## src/rtl/systolic_pkg.sv

```systemverilog
// Shared definitions for the systolic array: default geometry, feeder state
// encoding and the drain length needed for the last products to reach the far corner.
package systolic_pkg;

  localparam int unsigned DEFAULT_DATA_WIDTH = 8;
  localparam int unsigned DEFAULT_N          = 4;

  typedef enum logic [1:0] {
    IDLE,
    STREAM,
    FLUSH,
    DONE
  } feeder_state_e;

  // Zero cycles needed after the last vector so lane N-1 data crosses the whole array.
  function automatic int unsigned flush_len(input int unsigned n);
    return 2 * n - 1;
  endfunction

endpackage

```

## src/rtl/skew_delay_line.sv

```systemverilog
// DEPTH-stage shift register used as one skew lane of the systolic feeder;
// the last stage is the registered edge output.
module skew_delay_line #(
  parameter int unsigned DATA_WIDTH = 8,
  parameter int unsigned DEPTH      = 1
) (
  input  logic                  clk,
  input  logic                  reset_n,
  input  logic [DATA_WIDTH-1:0] sample,
  output logic [DATA_WIDTH-1:0] delayed
);

  logic [DEPTH-1:0][DATA_WIDTH-1:0] stages_q;

  always_ff @(posedge clk or negedge reset_n) begin
    if (!reset_n) begin
      stages_q <= '0;
    end else begin
      stages_q[0] <= sample;
      for (int k = 1; k < DEPTH; k++) begin
        stages_q[k] <= stages_q[k-1];
      end
    end
  end

  assign delayed = stages_q[DEPTH-1];

endmodule

```

## src/rtl/systolic_skew_feeder.sv

```systemverilog
// Skews A/B vector pairs onto the systolic array edges and drains with zeros.
// Optional stall counter enabled by SKEW_FEEDER_STALL_COUNT_EN.
module systolic_skew_feeder
  import systolic_pkg::*;
#(
  parameter int unsigned DATA_WIDTH = DEFAULT_DATA_WIDTH,
  parameter int unsigned N          = DEFAULT_N,
  parameter int unsigned K_WIDTH    = 16
) (
  input  logic                    clk,
  input  logic                    reset_n,
  input  logic                    start,
  input  logic [K_WIDTH-1:0]      k_len,
  input  logic                    in_valid,
  output logic                    in_ready,
  input  logic [N*DATA_WIDTH-1:0] a_vec,
  input  logic [N*DATA_WIDTH-1:0] b_vec,
  output logic [N*DATA_WIDTH-1:0] a_edge,
  output logic [N*DATA_WIDTH-1:0] b_edge,
  output logic                    busy,
  output logic                    done
`ifdef SKEW_FEEDER_STALL_COUNT_EN
  ,
  output logic [15:0]             stall_count
`endif
);

  localparam int unsigned FlushLen  = flush_len(N);
  localparam int unsigned FlushCntW = $clog2(FlushLen + 1);
  localparam logic [FlushCntW-1:0] FlushLast = FlushCntW'(FlushLen - 1);

  feeder_state_e state_q, state_d;

  logic [K_WIDTH-1:0]   k_len_q;
  logic [K_WIDTH-1:0]   acc_cnt_q;
  logic [FlushCntW-1:0] flush_cnt_q;

  logic accept;
  logic last_accept;
  logic start_taken;

  logic [N*DATA_WIDTH-1:0] a_feed;
  logic [N*DATA_WIDTH-1:0] b_feed;

  assign accept      = in_valid && in_ready;
  assign last_accept = (acc_cnt_q + K_WIDTH'(1)) == k_len_q;
  assign start_taken = (state_q == IDLE) && start;

  always_ff @(posedge clk or negedge reset_n) begin
    if (!reset_n) begin
      state_q <= IDLE;
    end else begin
      state_q <= state_d;
    end
  end

  always_comb begin
    state_d = state_q;
    case (state_q)
      IDLE: begin
        if (start) begin
          state_d = (k_len == '0) ? DONE : STREAM;
        end
      end
      STREAM: begin
        if (accept && last_accept) begin
          state_d = FLUSH;
        end
      end
      FLUSH: begin
        if (flush_cnt_q == FlushLast) begin
          state_d = DONE;
        end
      end
      DONE:    state_d = IDLE;
      default: state_d = IDLE;
    endcase
  end

  always_comb begin
    in_ready = 1'b0;
    busy     = 1'b0;
    done     = 1'b0;
    case (state_q)
      STREAM: begin
        in_ready = 1'b1;
        busy     = 1'b1;
      end
      FLUSH:   busy = 1'b1;
      DONE:    done = 1'b1;
      default: ;
    endcase
  end

  always_ff @(posedge clk or negedge reset_n) begin
    if (!reset_n) begin
      k_len_q     <= '0;
      acc_cnt_q   <= '0;
      flush_cnt_q <= '0;
    end else begin
      if (start_taken) begin
        k_len_q   <= k_len;
        acc_cnt_q <= '0;
      end else if (accept) begin
        acc_cnt_q <= acc_cnt_q + K_WIDTH'(1);
      end
      if (state_q == FLUSH) begin
        flush_cnt_q <= flush_cnt_q + 1'b1;
      end else begin
        flush_cnt_q <= '0;
      end
    end
  end

`ifdef SKEW_FEEDER_STALL_COUNT_EN
  logic [15:0] stall_q;

  always_ff @(posedge clk or negedge reset_n) begin
    if (!reset_n) begin
      stall_q <= '0;
    end else if (start_taken) begin
      stall_q <= '0;
    end else if ((state_q == STREAM) && !in_valid && (stall_q != 16'hFFFF)) begin
      stall_q <= stall_q + 16'd1;
    end
  end

  assign stall_count = stall_q;
`endif

  // Bubbles and drain cycles inject zeros so MAC alignment is preserved.
  assign a_feed = accept ? a_vec : '0;
  assign b_feed = accept ? b_vec : '0;

  for (genvar i = 0; i < N; i++) begin : g_lane
    logic [DATA_WIDTH-1:0] a_out;
    logic [DATA_WIDTH-1:0] b_out;

    skew_delay_line #(
      .DATA_WIDTH(DATA_WIDTH),
      .DEPTH     (i + 1)
    ) u_a_line (
      .clk    (clk),
      .reset_n(reset_n),
      .sample (a_feed[i*DATA_WIDTH +: DATA_WIDTH]),
      .delayed(a_out)
    );

    skew_delay_line #(
      .DATA_WIDTH(DATA_WIDTH),
      .DEPTH     (i + 1)
    ) u_b_line (
      .clk    (clk),
      .reset_n(reset_n),
      .sample (b_feed[i*DATA_WIDTH +: DATA_WIDTH]),
      .delayed(b_out)
    );

    assign a_edge[i*DATA_WIDTH +: DATA_WIDTH] = a_out;
    assign b_edge[i*DATA_WIDTH +: DATA_WIDTH] = b_out;
  end

endmodule

```

## config.mk

```make
export PLATFORM = sky130hd
export DESIGN_NAME = systolic_skew_feeder
export DESIGN_NICKNAME = d
export VERILOG_FILES = /design/src/rtl/systolic_pkg.sv /design/src/rtl/skew_delay_line.sv /design/src/rtl/systolic_skew_feeder.sv
export SDC_FILE = /design/constraint.sdc
export NUM_CORES = 1
export LEC_CHECK = 0
export CORE_UTILIZATION = 30
export CTS_CLUSTER_DIAMETER = 80
export DETAILED_ROUTE_END_ITERATION = 12
export GPL_ROUTABILITY_DRIVEN = 0
export GPL_TIMING_DRIVEN = 0
export HOLD_SLACK_MARGIN = 0.15
export SLEW_MARGIN = 20
export SYNTH_ARGS = -nofsm -noshare
export SYNTH_HDL_FRONTEND = slang
export SYNTH_SLANG_ARGS = --single-unit
```

## constraint.sdc

```tcl
create_clock -name clk -period 3.33 [get_ports clk]
set_input_delay 0.333 -clock clk [delete_from_list [all_inputs] [get_ports clk]]
set_output_delay 0.333 -clock clk [all_outputs]
set_load 0.02 [all_outputs]
```

==> impl_metrics.yaml <==
run_status:
  status: "finished clean"
layout:
  mostFrequentLayoutCells: "dfrtp_1, clkdlybuf4s50_1, and3_1"
  antennaDiodeCount: 0
  final_cells: 1043
  fill_cells: 2188
  areaGrowthSynthToFinish_pct: 36.4
  final_nets: 809
  final_common_cell: "dfrtp_1"
  drive_gt1_share_pct: 13.0
  final_cell_area_sq_um: 9640
pwr:
  seqPwrFrac_pct: 45.1
  swShare_pct: 30.8
  power_leakage_nw: 4.69
  p_total_w: 0.00668
  comb_power_share_pct: 24.3
  power.share.clock_pct: 30.7
  powerDensity_nw_per_um2: 693
  internal-power_w: 0.00462
  ir_worst_vdd_mv: 0.334
  power.switching_w: 0.00206
sta:
  min_period_ns: 2.88
  slew_viol_final: 0
  worstMarginPinSlew_ns: 0.579
  hold_ws_ns: 0.281
  rsz0062_at_grt: "no"
  fin_worst_skew_ns: 0.0129
  setup_viol: 0
  tns_ns: 0
  period_share_pct: 86.5
  timing.final.hold_violations: 0
  fmax_mhz: 347
  slew_headroom_pct: 61.4
yosys:
  ys_types: 42
  ys_async_sr_fraction_pct: 100
  synth_area_sq_um: 7070
  ys_ff_latch: 197
  synth_top_family_by_area: "simple AND/OR/NAND/NOR gates"
  yosys_warnings: 0
  synth-edff-count: 0
  yosys.area_share.adder_pct: 1.42
  synth_nets: 637
  synth_ff_type: "dfrtp_1"
  synth-compound-area-share_pct: 3.54
  synth-simple-area-share_pct: 13.9
  synthCells: 545
  synthMuxAreaShare_pct: 0.283
  synth.avg_cell_area_sq_um: 13.0
  ys_seq_area_share_pct: 69.8
  synth_xor_area_share_pct: 3.97
die:
  start_util_pct: 30.9
  die_w_um: 155
  die_h_um: 155
  fp.coreArea_sq_um: 22800
  die-area_sq_um: 24200
  std_cell_rows: 55
  ios: 151
drt:
  drc: 0
  drtAntennaViolNets: 0
  first_iter_violations: 260
  wirelength_um: 14300
  vias: 4389
  wl_per_cell_um: 13.7
  vias_per_cell: 4.21
  drt_pass1_iterations: 4
worst_setup_path:
  crit_type: "flop to flop"
  rr_endpoint: "state_q[0]"
  cp.depth: 9
  critPathLaunchType: "flop"
  cp_data_required_time_ns: 3.69
  cp_num_buf_inv: 1
  crit_chain: "inv_1 -> ha_1 -> nand2_1 -> a2111oi_4 -> o211ai_1 -> a2111oi_2 -> o311ai_1 -> o41ai_2 -> mux2i_1"
  critPathMaxStageDelay_ns: 0.54
  crit_family: "compound AO/OA/AOI/OAI gates"
  reg2reg_depth: 9
  slowest_stage: "o41ai_2"
  crit_arrival_ns: 3.24
  reg2reg_slack_ns: 0.45
  worstSetupEndpointType: "flop"
  reg2reg_from: "state_q[1]"
  cp_max_fo: 7
global_route:
  track_usage_pct: 12.6
  grt_max_degree: 100
  grt_pass1_vias: 4371
  grt_pass1_wl_um: 23100
  antenna_found_initial: 1
  overflow: 0
place:
  postPlaceCellArea_sq_um: 9020
  placedCellCount: 1010
  dp_hpwl_um: 10200
  portBuffers: 150
min_path:
  hold_path_class: "input port to asynchronous set/reset pin"
clock_tree:
  path_clk_slew_ns: 0.08
  cts_buffers: 17
  tritoncts: "built"
  htreeDepth: 4
  cts_resized: 0
  root_buffer: "clkbuf_16"
  insertion_delay_ns: 0.43
  clkSinkCount: 197
  clockBufferDepth: 2
flow_run:
  drv_cap: 0
-- Yosys cell counts (7+ instances only) --
| cell | count | area, sq um |
|---|---|---|
| a21oi_1 | 11 | 55.1 |
| o21ai_0 | 10 | 50.1 |
| xnor2_1 | 20 | 175 |
| dfrtp_1 | 197 | 4930 |
| nand2_1 | 59 | 221 |
| clkbuf_1 | 22 | 82.6 |
| xor2_1 | 12 | 105 |
| nor3_1 | 7 | 35.0 |
| nor2_1 | 22 | 82.6 |
| buf_4 | 48 | 360 |
| nand3_1 | 11 | 55.1 |
| ha_1 | 8 | 100 |
| and3_1 | 65 | 407 |
-- final cells by class --
cell class | instances | area, sq um | share of cell area [%]
flip-flops and latches | 197 | 4930 | 51.2
inverters | 6 | 22.5 | 0.234
multi-input cells | 268 | 1630 | 17.0
clock buffers | 18 | 439 | 4.56
repair buffers | 153 | 1570 | 16.3
well taps | 313 | 392 | 4.06
clock inverters | 14 | 168 | 1.74
plain buffers | 74 | 480 | 4.99
-- metrics by stage --
stage | util, % | setup slack [ns]
detailed placement | 39.5 | 0.441
global route | 42.2 | 0.182
finish | 42.2 | 0.450
CTS | 42.2 | 0.402
floorplan | - | 0.840
global placement | 39.2 | -6.16
-- layer usage --
metal / GRT usage, % / part of all wire [%]
met1: 16.6 / 46
met4: 4.39 / 1.5
met3: 3.40 / 4.8
met5: 0 / 0.091
met2: 20.0 / 47
-- worst max path at each step --
stage | from | endpoint | slack (ns)
5_1_grt | state_q[1] | state_q[0] | 0.18
3_5_place_dp | state_q[1] | state_q[0] | 0.44
4_1_cts | state_q[1] | state_q[0] | 0.40
6_report | state_q[1] | state_q[0] | 0.45
2_1_floorplan | acc_cnt_q[0] | state_q[0] | 0.84
3_3_place_gp | reset_n | g_lane[2].u_b_line.delayed[3] | -6.16
-- power groups by stage --
stage	registers [W]	clock network, W	logic, W
after floorplan	0.00304	0	0.000948
after global placement	0.00305	0	0.00162
after detailed placement	0.00306	0	0.00164
after CTS	0.00301	0.00212	0.00165
after global routing	0.00307	0.00223	0.00177
final	0.00301	0.00205	0.00162
-- worst register-to-register path, delay by kind of cell (launching register included) --
family,cells,cell delay [ns]
DFF,1,0.41
and+or+nand+nor,1,0.21
buffers and inverters,1,0.13
adders and majority gates,1,0.37
AOI/OAI and AO/OA,5,1.44
muxes,1,0.25
-- cells by family (layout without fill, tap and decap cells) --
logic type,after synthesis,count (layout)
AOI/OAI and AO/OA,35,35
xor gates and xnor gates,32,32
adders and majority gates,8,8
buffers and inverters,80,265
DFF,197,197
muxes,2,2
and+or+nand+nor,191,191
-- state kept, by name (all words and copies together) (netlist names) --
register,cells
acc_cnt_q,16
g_lane.u_a_line.delayed,32
g_lane.u_a_line.stages_q,48
g_lane.u_b_line.stages_q,48
flush_cnt_q,3
k_len_q,16
g_lane.u_b_line.delayed,32
state_q,2
-- what timing repair did --
item | CTS | global route
hold endpoints to repair | 197 | 0
setup buffers | 0 | 0
hold buffers | 1 | 0
Power figures use the tool's default switching activity.
